## config.mk

```make
export PLATFORM = sky130hd
export DESIGN_NAME = div_sequencer
export DESIGN_NICKNAME = d
export VERILOG_FILES = /design/src/rtl/div_sequencer.sv
export SDC_FILE = /design/constraint.sdc
export NUM_CORES = 1
export LEC_CHECK = 0
export CORE_MARGIN = 4
export CORE_UTILIZATION = 48
export CTS_CLUSTER_DIAMETER = 80
export DETAILED_ROUTE_END_ITERATION = 10
export GPL_ROUTABILITY_DRIVEN = 0
export PLACE_DENSITY_LB_ADDON = 0.15
export SYNTH_ARGS = -nofsm -noshare
export SYNTH_HDL_FRONTEND = slang
export SYNTH_SLANG_ARGS = --single-unit
```

## constraint.sdc

```tcl
create_clock -name clk -period 5.8 [get_ports clk]
set_input_delay 1.16 -clock clk [delete_from_list [all_inputs] [get_ports clk]]
set_output_delay 1.16 -clock clk [all_outputs]
set_load 0.01 [all_outputs]
```

## src/rtl/div_sequencer.sv

```systemverilog
// div_sequencer: multi-cycle 32-bit DIV/DIVU sequencer producing {remainder, quotient}.
// Four-state FSM (IDLE, DIVZERO, ON, END) drives a radix-2 restoring divider.
// Optional macro DIV_EARLY_OUT_EN: finish immediately when |dividend| < |divisor|.
module div_sequencer (
  input  logic        clk,
  input  logic        resetn,
  input  logic        div_start_i,
  input  logic        signed_div_i,
  input  logic [31:0] opdata1_i,
  input  logic [31:0] opdata2_i,
  input  logic        annul_i,
  output logic [63:0] result_o,
  output logic        ready_o,
  output logic        stall_o
);

  typedef enum logic [1:0] {S_IDLE, S_DIVZERO, S_ON, S_END} state_t;

  state_t      state, state_nxt;
  logic [5:0]  cnt;
  logic [64:0] rq;          // {partial remainder, dividend/quotient bits}
  logic [31:0] divisor;
  logic        sign1, sign2, is_signed;

  logic [31:0] mag1, mag2;
  logic        accept, early, last_step;
  logic [64:0] shifted, step_rq;
  logic [32:0] trial;
  logic        trial_ge;
  logic [31:0] q_raw, r_raw, q_fix, r_fix;
  logic        unused_bits;

  assign mag1      = (signed_div_i && opdata1_i[31]) ? 32'd0 - opdata1_i : opdata1_i;
  assign mag2      = (signed_div_i && opdata2_i[31]) ? 32'd0 - opdata2_i : opdata2_i;
  assign accept    = (state == S_IDLE) && div_start_i && !annul_i;
  assign last_step = (cnt == 6'd31);

`ifdef DIV_EARLY_OUT_EN
  assign early = (opdata2_i != 32'd0) && (mag1 < mag2);
`else
  assign early = 1'b0;
`endif

  // One restoring step: shift left, subtract divisor from the upper half if it fits.
  assign shifted  = {rq[63:0], 1'b0};
  assign trial_ge = shifted[64:32] >= {1'b0, divisor};
  assign trial    = shifted[64:32] - {1'b0, divisor};
  assign step_rq  = trial_ge ? {trial, shifted[31:1], 1'b1} : shifted;

  // Sign fix-up: quotient negative when signs differ, remainder follows dividend.
  assign q_raw = step_rq[31:0];
  assign r_raw = step_rq[63:32];
  assign q_fix = (is_signed && (sign1 ^ sign2)) ? 32'd0 - q_raw : q_raw;
  assign r_fix = (is_signed && sign1) ? 32'd0 - r_raw : r_raw;

  // Top bit never survives a step (remainder < divisor < 2^32).
  assign unused_bits = rq[64] ^ step_rq[64];

  // State register.
  always_ff @(posedge clk) begin
    if (!resetn) state <= S_IDLE;
    else         state <= state_nxt;
  end

  // Next state, ready and stall; annul overrides every transition.
  always_comb begin
    state_nxt = state;
    ready_o   = 1'b0;
    stall_o   = 1'b0;
    case (state)
      S_IDLE: if (accept) begin
        stall_o = 1'b1;
        if (opdata2_i == 32'd0) state_nxt = S_DIVZERO;
        else if (early)         state_nxt = S_END;
        else                    state_nxt = S_ON;
      end
      S_DIVZERO: begin
        stall_o   = 1'b1;
        state_nxt = S_END;
      end
      S_ON: begin
        stall_o = 1'b1;
        if (last_step) state_nxt = S_END;
      end
      S_END: begin
        ready_o   = 1'b1;
        state_nxt = S_IDLE;
      end
      default: state_nxt = S_IDLE;
    endcase
    if (annul_i) begin
      state_nxt = S_IDLE;
      ready_o   = 1'b0;
    end
  end

  // Operand capture, iteration and result registration on entry to END.
  always_ff @(posedge clk) begin
    if (!resetn) begin
      cnt       <= 6'd0;
      rq        <= 65'd0;
      divisor   <= 32'd0;
      sign1     <= 1'b0;
      sign2     <= 1'b0;
      is_signed <= 1'b0;
      result_o  <= 64'd0;
    end else begin
      case (state)
        S_IDLE: if (accept) begin
          cnt       <= 6'd0;
          rq        <= {33'd0, mag1};
          divisor   <= mag2;
          sign1     <= opdata1_i[31];
          sign2     <= opdata2_i[31];
          is_signed <= signed_div_i;
          if (early && opdata2_i != 32'd0) result_o <= {opdata1_i, 32'd0};
        end
        S_DIVZERO: if (!annul_i) result_o <= 64'd0;
        S_ON: if (!annul_i) begin
          rq <= step_rq;
          if (last_step) begin
            cnt      <= 6'd0;
            result_o <= {r_fix, q_fix};
          end else begin
            cnt <= cnt + 6'd1;
          end
        end
        default: ;
      endcase
    end
  end

endmodule

```

==> metrics, run 1 <==
CTS tree built; Peak VDD IR around 0.15 mV; share of cells above drive strength 1 approximately 4.8%; Ant. Diodes 0; DP HPWL between 20 and 30 mm; DRT iter0 DRCs 1132; Inserted Clock Buffers 17; utilization after layout a little under three fifths; number of flops mapped to enable cells by yosys 0; DRC Markers 0; Power, Total 3170 uW; #FFs+latches synth 171; most frequent cells after synthesis nand2_1 (241), dfxtp_1 (171), o21ai_0 (128), a21oi_1 (85), nor2_1 (74); Warnings, synthesis 0; Area contributors post-synth dfxtp_1 (29%), nand2_1 (7.6%), o21ai_0 (5.4%); Worst Skew around 0.014 ns; Data arrival, critical path about 5.3 ns; GR Util All Layers 25.2%; Die Span X 166 um; period utilization 85.4%; final hold violations 0; fillers roughly 2300; R2R Setup Slk 0.84 ns; RSZ-0062 raised after global routing false; crit path capture result_o[62]$_SDFFE_PN0P_; Root Driver clkbuf_16; Final nets approximately 1700; Avg Synthesized Cell Area slightly below 8 um2; Worst Tran Pin Value just over 1 ns; core area around 24000 um2; final wirelength roughly 35 mm; hold_buf cts 0; H-tree levels 4; Finished Cell Area between 10000 and 15000 um2; min Tclk post-route about 5 ns; DRT antenna net count 0; status completed; grt total ovfl 0; CTS max path bufs 2; register area share after synthesis approximately 29%; Largest stage delay, worst path around 0.76 ns; Placement Cell Area between 10000 and 15000 um2; cells after synthesis ~1500; via count between 10000 and 15000; post-CTS setup buffers 0; crit start category flip-flop; clock latency on the worst-skew pair between 0.4 and 0.5 ns; first-pass GRT wire length around 55 mm; gr busiest metal met1; max_cap viols 0; Max Freq 202 MHz; Die H approximately 170 um; FFs w/ async S/R, synth 0%; DRT Pass-1 Iters 6; FF-to-FF End result_o[62]$_SDFFE_PN0P_; Post-Syn Nets between 1500 and 2000; Post-CTS Resized 0; Hold/Removal Path Class reg -> reg; power density cells between 200 and 250 nW/um2; Final TNS setup 0 ns; critical path, cell by cell inv_1 > ha_1 > nand4_1 > or3_1 > a2111oi_0 > a211oi_4 > buf_12 > mux2i_1 > ha_1 > inv_1 > a2111oi_4 > nand3_1 > o41ai_1 > xor2_1 > o21ai_1; critical register-to-register path startpoint divisor[21]$_SDFFE_PN0P_; Synth top area share 28.7%; main flop type after synthesis dfxtp_1; die area between 20000 and 30000 um2; M1 GR Usage between 30% and 40%; # port buffers 134; clock-pin slew on the worst setup and hold paths 0.07 ns; GR Util met2 about 37%; Sink Count around 170; vias in the first global route between 10000 and 15000; Setup CP Type reg -> reg; drt wl/cell 17.7 um; Slew Limit Fails 0; Unique masters post-synth between 80 and 90; depth of the worst register-to-register path 15; cell taking the most area after synthesis dfxtp_1; pin count of the biggest net entering global routing a little under 90; cell with the most instances after synthesis nand2_1; area added between synthesis and finish 17.8%; initial core utilization about half; met3 Usage GRT under 10%; detail-routed via count per cell approximately 5.8; cell area after synthesis about 12000 um2; WP data required between 6 and 7 ns; IO Pins about 140; Max FO, Critical Path a little under 80; worst rel slew slack between 30 and 40%; fin cells approximately 2000; Placed Cells around 1900; std cell rows 57; CP startpoint divisor[21]$_SDFFE_PN0P_; leakage power approximately 0.0057 uW; hold depth 2; crit path capture type flip-flop; # setup viols final 0; Worst path slowest cell a2111oi_0; initial antenna violation count 0
==> area by class of cell <==
cell class / count / area (um2) / area share (%)
Clock buffer: 17 / 425 / 3.03
Clock inverter: 15 / 188 / 1.34
Inverter: 62 / 233 / 1.66
Multi-Input combinational cell: 1228 / 7930 / 56.6
Sequential cell: 171 / 3420 / 24.4
Tap cell: 324 / 405 / 2.89
Timing Repair Buffer: 143 / 1420 / 10.1
==> placed cells by master (no fill, tap or decap), types with 21 or more instances in the layout <==
cell,n
a21boi_0,42
a21oi_1,85
a22oi_1,47
and2_1,38
clkdlybuf4s50_1,133
dfxtp_1,171
ha_1,42
inv_1,62
mux2i_1,26
nand2_1,241
nor2_1,73
nor2b_1,51
nor3_1,32
o211a_1,28
o21ai_0,128
o31ai_1,21
xnor2_1,67
xor2_1,63
==> per-layer routing <==
metal / share of wire, % / vias to the layer above / routed length [um]
li1: - / 5651 / -
met1: 50 / 5255 / 17200
met2: 42 / 385 / 14800
met3: 6.5 / 35 / 2270
met4: 1.4 / 0 / 500
met5: 0 / - / 0
==> cell families after synthesis <==
kind of cell / count (synthesis) / synth area share, %
AND/OR/NAND/NOR: 563 / 23.2
AO/OA/AOI/OAI: 462 / 26.4
flip-flops: 171 / 28.7
buffers and inverters: 150 / 4.87
XOR/XNOR: 130 / 9.56
adder cells (fa/ha/maj): 44 / 4.69
multiplexers: 29 / 2.47
==> worst max-delay path, delay by kind of cell, from the launching register on <==
kind | cells | cell delay, ns
simple gates | 3 | 0.90
fa+ha+maj | 2 | 0.73
mux | 1 | 0.31
xor+xnor | 1 | 0.18
buf+inv | 3 | 0.41
compound gates | 5 | 1.89
flops | 1 | 0.31
==> worst min-delay path by stage <==
stage | startpoint | end | slack [ns]
final | result_o[55]$_SDFFE_PN0P_ | result_o[55]$_SDFFE_PN0P_ | 0.45
after global routing | result_o[63]$_SDFFE_PN0P_ | result_o[63]$_SDFFE_PN0P_ | 0.48
after CTS | result_o[55]$_SDFFE_PN0P_ | result_o[55]$_SDFFE_PN0P_ | 0.46
after detailed placement | result_o[23]$_SDFFE_PN0P_ | result_o[23]$_SDFFE_PN0P_ | 0.44
after global placement | result_o[55]$_SDFFE_PN0P_ | result_o[55]$_SDFFE_PN0P_ | 0.44
after floorplan | divisor[31]$_SDFFE_PN0P_ | divisor[31]$_SDFFE_PN0P_ | 0.44
==> sequential cells by signal (all words and copies together), names as in the netlist <==
name	cells
divisor	32
cnt	6
state	2
result_o	64
sign1	1
is_signed	1
rq	64
sign2	1
==> through the flow <==
stage / hold WS, ns / worst slack, ns
global route: 0.484 / 0.415
finish: 0.454 / 0.844
CTS: 0.458 / 0.863
floorplan: 0.441 / 0.757
detailed placement: 0.442 / 0.808
global placement: 0.436 / 0.880
==> power by group <==
group / leakage, uW / switching [uW] / internal (uW)
logic: 0.00397 / 460 / 289
registers: 0.00139 / 37.6 / 1210
clock network: 0.000293 / 588 / 588
No activity file was read; power rests on OpenSTA's default activity.
==> run 2, diff against run 1 <==
Settings changed: CORE_UTILIZATION 48 to 30.
==> run 2 against run 1 <==
Compared with the run above: largest power group unchanged; hold slack better by 0.0053 ns; register-to-register slack better by 0.19 ns; first-iteration DRC count shrank 33%; clock skew barely moved; critical endpoint unchanged; flip-flop and latch count did not move; critical path type unchanged; fmax up 3.9%.
==> metrics, run 2 (same netlist as run 1, synthesis figures left out) <==
status completed (unchanged); post-place setup slack 0.832 ns (was 0.808 ns); Worst path slowest cell a2111oi_0 (unchanged); hold depth 2 (unchanged); Peak VDD IR 0.144 mV (was 0.150 mV); CP most frequent cell inv_1; grt total ovfl 0 (unchanged); power density cells 225 nW/um2 (was 226 nW/um2); DRT antenna net count 0 (unchanged); via count 11260 (was 11326); CP delay by family, top compound AO/OA/AOI/OAI gates (unchanged); Data arrival, critical path 5.08 ns (was 5.26 ns); clock-pin slew on the worst setup and hold paths 0.07 ns (about the same); final hold violations 0 (unchanged); H-tree levels 4 (unchanged); std cell rows 72 (was 57); IO Pins 135 (unchanged); Worst Skew 0.0144 ns (was 0.0145 ns); Setup CP Type reg -> reg (unchanged); Hold WS 0.460 ns (was 0.454 ns); DRT Pass-1 Iters 5 (was 6); DP HPWL 30.5 mm (was 25.8 mm); Worst Tran Pin Value 1.07 ns (was 1.03 ns); Max Freq 210 MHz (was 202 MHz); post-CTS setup buffers 0 (unchanged); initial core utilization 30.6% (was 48.8%); Ant. Diodes 0 (unchanged); pin count of the biggest net entering global routing 99 (was 89); first-pass GRT wire length 62.0 mm (was 55.2 mm); vias in the first global route 10497 (was 10177); DRC Markers 0 (unchanged); area added between synthesis and finish 19.9% (was 17.8%); Largest stage delay, worst path 0.69 ns (was 0.76 ns); commonest cells after routing, fill and taps aside nand2_1 (241), dfxtp_1 (171), clkdlybuf4s50_1 (133) (unchanged); die area 42900 um2 (was 27400 um2); drt wl/cell 18.6 um (was 17.7 um); min Tclk post-route 4.77 ns (was 4.96 ns); core area 38900 um2 (was 24400 um2); final wirelength 40.1 mm (was 34.7 mm); Final Worst Setup Slack 1.03 ns (was 0.844 ns); Sink Count 171 (unchanged); area of the multi-input gates 7940 um2 (was 7930 um2); crit start category flip-flop (unchanged); WP data required 6.11 ns (was 6.10 ns); # setup viols final 0 (unchanged); Die Span X 207 um (was 166 um); Post-CTS Resized 0 (unchanged); Die H 207 um (was 166 um); CTS max path bufs 2 (unchanged); Final TNS setup 0 ns (unchanged); # port buffers 134 (unchanged); fin cells 2157 (was 1960); Inserted Clock Buffers 17 (unchanged); Placed Cells 2127 (was 1928); share of cells above drive strength 1 5.00% (was 4.83%); Max FO, Critical Path 51 (was 78); CTS tree built (unchanged); Root Driver clkbuf_16 (unchanged); commonest non-fill, non-tap cell in the layout nand2_1 (unchanged); detail-routed via count per cell 5.22 (was 5.78); WP buf/inv 5 (was 3); leakage power 0.00566 uW (was 0.00565 uW); Sequential cell area 3420 um2 (unchanged); Final nets 1741 (was 1736); depth of the worst register-to-register path 18 (was 15); crit path capture type flip-flop (unchanged); Hold/Removal Path Class reg -> reg (unchanged); GR Util All Layers 18.0% (was 25.2%); Slew Limit Fails 0 (unchanged); period utilization 82.3% (was 85.4%); hold_buf cts 0 (unchanged); max_cap viols 0 (unchanged); number of cells on the critical path 18 (was 15); critical path, cell by cell inv_1 > ha_1 > nand3_1 > o21bai_1 > a21o_1 > a2111oi_0 > a211oi_4 > buf_12 > mux2i_1 > buf_4 > inv_1 > ha_1 > inv_1 > a2111oi_4 > nand3_1 > o41ai_1 > xor2_1 > o21ai_1 (was inv_1 > ha_1 > nand4_1 > or3_1 > a2111oi_0 > a211oi_4 > buf_12 > mux2i_1 > ha_1 > inv_1 > a2111oi_4 > nand3_1 > o41ai_1 > xor2_1 > o21ai_1); clock latency on the worst-skew pair 0.45 ns (was 0.44 ns); initial antenna violation count 0 (unchanged); RSZ-0062 raised after global routing false (unchanged); DRT iter0 DRCs 761 (was 1132); worst rel slew slack 28.4% (was 30.1%); fillers 4072 (was 2336); leading registers by flop count result_o x64, rq x64, divisor x32 (unchanged)
run 2: cell types whose count changed in the layout (fill, tap and decap cells not counted), sizes merged:
cell,change
buf,+5
clkbuf,+1
inv,-3
bufinv,+2
clkinvlp,+1
clkinv,-3
run 2: cell type report:
class	instances	area share (%)
multi-input combinational	1228	55.6
sequential	171	24.0
timing repair buffer	148	10.2
tap	518	4.54
clock buffer	18	3.08
inverter	62	1.63
clock inverter	12	0.964
run 2: final timing paths:
kind / start / endpoint / slack [ns]
min reg2reg: result_o[59]$_SDFFE_PN0P_ / result_o[59]$_SDFFE_PN0P_ / 0.46
min: result_o[59]$_SDFFE_PN0P_ / result_o[59]$_SDFFE_PN0P_ / 0.46
max: divisor[2]$_SDFFE_PN0P_ / result_o[62]$_SDFFE_PN0P_ / 1.03
max reg2reg: divisor[2]$_SDFFE_PN0P_ / result_o[62]$_SDFFE_PN0P_ / 1.03
run 2: per-stage QoR:
step	area [um2]	util (%)	power, uW
3_3_place_gp	13700	35.2	2040
3_5_place_dp	13700	35.2	2040
2_1_floorplan	11900	-	1780
6_report	14300	36.7	3210
4_1_cts	14300	36.7	3240
5_1_grt	14300	36.7	3370
run 2: worst reg2reg max path, cell delays in order, from the launching register on:
cell and delay (ns):
dfxtp_1 0.31, inv_1 0.09, ha_1 0.42, nand3_1 0.12, o21bai_1 0.27, a21o_1 0.27, a2111oi_0 0.69, a211oi_4 0.15
buf_12 0.24, mux2i_1 0.15, buf_4 0.16, inv_1 0.05, ha_1 0.22, inv_1 0.10, a2111oi_4 0.48, nand3_1 0.19
o41ai_1 0.45, xor2_1 0.18, o21ai_1 0.08
run 2: per-layer routing:
metal / share of wire (%) / global-route usage (%) / vias to the layer above
li1: - / - / 5658
met1: 53 / 28.5 / 5315
met2: 41 / 25.8 / 271
met3: 4.9 / 2.78 / 16
met4: 0.80 / 3.12 / 0
met5: 0 / 0 / -
run 2: power breakdown:
group,switching (uW),internal (uW)
clock,537,647
sequential,35.5,1210
combinational,483,291
==> run 3, diff against run 2 <==
Clock period 5.8 ns to 4.7 ns, I/O delays scaled along.
==> run 3 against run 2 <==
Compared with the run above: count of clock-buffer cells in the layout up 4; clock skew rose by 0.0031 ns; fmax increased by 8.0%; hold slack lost 0.0050 ns; sequential share of layout area decreased by 0.43 points; global-route usage barely moved.
==> metrics, run 3 (same netlist as run 1, synthesis figures left out) <==
Final TNS setup 0 ns (unchanged); Slew Limit Fails 0 (unchanged); hold_sp result_o[54]$_SDFFE_PN0P_ (was result_o[59]$_SDFFE_PN0P_); first-pass GRT wire length 62.6 mm (was 62.0 mm); crit start category flip-flop (unchanged); GR Util All Layers 18.0% (about the same); Peak VDD IR 0.214 mV (was 0.144 mV); fillers 4119 (was 4072); Final nets 1770 (was 1741); die area 42900 um2 (unchanged); utilization after layout 37.3% (was 36.7%); fin cells 2188 (was 2157); Placed Cells 2156 (was 2127); Max Freq 226 MHz (was 210 MHz); Ant. Diodes 0 (unchanged); commonest cells after routing, fill and taps aside nand2_1 (241), dfxtp_1 (171), clkdlybuf4s50_1 (133) (unchanged); core area 38900 um2 (unchanged); CTS tree built (unchanged); clock-pin slew on the worst setup and hold paths 0.07 ns (about the same); depth of the worst register-to-register path 15 (was 18); DP HPWL 31.4 mm (was 30.5 mm); leakage power 0.00580 uW (was 0.00566 uW); Die H 207 um (unchanged); status completed (unchanged); R2R Setup Slk 0.28 ns (was 1.03 ns); Die Span X 207 um (unchanged); final hold violations 0 (unchanged); Max FO, Critical Path 4 (was 51); initial antenna violation count 0 (unchanged); clock latency on the worst-skew pair 0.44 ns (was 0.45 ns); detail-routed via count per cell 5.21 (was 5.22); Top Layer Used met4 (unchanged); Power, Total 3970 uW (was 3210 uW); # port buffers 134 (unchanged); FF-to-FF End result_o[62]$_SDFFE_PN0P_ (unchanged); metal3 WL 2.01 mm (was 1.96 mm); DRT antenna net count 0 (unchanged); power density cells 273 nW/um2 (was 225 nW/um2); vias in the first global route 10531 (was 10497); share of cells above drive strength 1 6.83% (was 5.00%); hold_buf cts 0 (unchanged); critical register-to-register path startpoint rq[31]$_SDFFE_PN0P_ (was divisor[2]$_SDFFE_PN0P_); metal2 WL 16.2 mm (was 16.6 mm); Hold/Removal Path Class reg -> reg (unchanged); worst rel slew slack 26.8% (was 28.4%); CTS max path bufs 2 (unchanged); worst hold path endpoint result_o[54]$_SDFFE_PN0P_ (was result_o[59]$_SDFFE_PN0P_); grt total ovfl 0 (unchanged); Met1 Wirelength 21.5 mm (was 21.2 mm); Worst Tran Pin Value 1.10 ns (was 1.07 ns); Post-CTS Resized 0 (unchanged); Largest stage delay, worst path 0.46 ns (was 0.69 ns); DRT iter0 DRCs 877 (was 761); drt wl/cell 18.4 um (was 18.6 um); Root Driver clkbuf_16 (unchanged); RSZ-0062 raised after global routing false (unchanged); Sink Count 171 (unchanged); hold depth 2 (unchanged); area added between synthesis and finish 22.0% (was 19.9%); # setup viols final 0 (unchanged); DRC Markers 0 (unchanged); pin count of the biggest net entering global routing 70 (was 99); period utilization 94.0% (was 82.3%); std cell rows 72 (unchanged); via count 11399 (was 11260); initial core utilization 30.6% (unchanged); min Tclk post-route 4.42 ns (was 4.77 ns); Data arrival, critical path 4.72 ns (was 5.08 ns); final wirelength 40.2 mm (was 40.1 mm); post-CTS setup buffers 0 (unchanged); Worst path slowest cell or3b_4 (was a2111oi_0); critical path, cell by cell inv_1 > ha_1 > inv_1 > fa_1 > a211oi_2 > o31a_1 > o31ai_1 > xor2_1 > a2111oi_4 > or3b_4 > a2111oi_4 > nand3_1 > o41ai_2 > xor2_1 > o21ai_1 (was inv_1 > ha_1 > nand3_1 > o21bai_1 > a21o_1 > a2111oi_0 > a211oi_4 > buf_12 > mux2i_1 > buf_4 > inv_1 > ha_1 > inv_1 > a2111oi_4 > nand3_1 > o41ai_1 > xor2_1 > o21ai_1); DRT Pass-1 Iters 5 (unchanged); Inserted Clock Buffers 17 (unchanged); max_cap viols 0 (unchanged); IO Pins 135 (unchanged); Setup CP Type reg -> reg (unchanged); WP data required 5.00 ns (was 6.11 ns); H-tree levels 4 (unchanged); CP startpoint rq[31]$_SDFFE_PN0P_ (was divisor[2]$_SDFFE_PN0P_); leading registers by flop count result_o x64, rq x64, divisor x32 (unchanged); Worst Skew 0.0176 ns (was 0.0144 ns); commonest non-fill, non-tap cell in the layout nand2_1 (unchanged); crit path capture type flip-flop (unchanged)
run 3: changes by cell type in the layout (fill, tap and decap cells not counted), moves of 2 or more:
cell and delta:
inv_6 -4, clkinvlp_4 +2, buf_4 +28, o41ai_1 -2, clkbuf_1 +3, o41ai_2 +2
run 3: metrics by stage:
| stage | setup WS, ns | area, um2 | hold slack (ns) |
|---|---|---|---|
| 5_1_grt | 0.0274 | 14500 | 0.485 |
| 6_report | 0.282 | 14500 | 0.455 |
| 3_3_place_gp | 0.235 | 13900 | 0.442 |
| 2_1_floorplan | 0.0409 | 11900 | 0.441 |
| 3_5_place_dp | 0.237 | 13900 | 0.448 |
| 4_1_cts | 0.291 | 14500 | 0.465 |
run 3: where the power goes:
group	internal, uW	total, uW	switching, uW
clock network	811	1440	624
registers	1500	1550	48.9
logic	386	986	600
run 3: routing by layer:
layer | vias to the layer above | track usage [%]
li1 | 5709 | -
met1 | 5390 | 28.7
met2 | 278 | 25.4
met3 | 22 | 2.75
met4 | 0 | 3.74
met5 | - | 0
run 3: how the worst max path moves through the flow:
stage / to / slack (ns) / depth (start not counted)
after global routing: result_o[26]$_SDFFE_PN0P_ / 0.03 / 17
after CTS: result_o[62]$_SDFFE_PN0P_ / 0.29 / 15
final: result_o[62]$_SDFFE_PN0P_ / 0.28 / 15
after detailed placement: divisor[30]$_SDFFE_PN0P_ / 0.24 / 11
after floorplan: result_o[26]$_SDFFE_PN0P_ / 0.04 / 20
after global placement: divisor[30]$_SDFFE_PN0P_ / 0.23 / 11
run 3: cell type report:
| type | instances | area, um2 | share of cell area [%] |
|---|---|---|---|
| clock buffers | 22 | 464 | 3.19 |
| clock inverters | 10 | 118 | 0.809 |
| inverters | 62 | 233 | 1.60 |
| multi-input cells | 1228 | 7970 | 54.8 |
| flip-flops and latches | 171 | 3420 | 23.6 |
| well taps | 518 | 648 | 4.46 |
| repair buffers | 177 | 1680 | 11.5 |
run 3: critical path, delay by kind of cell (launching register included):
kind,cells,cell delay (ns)
compound gates,7,2.05
simple gates,2,0.71
fa+ha+maj,2,0.65
xor+xnor,2,0.39
flops,1,0.34
buf+inv,2,0.15
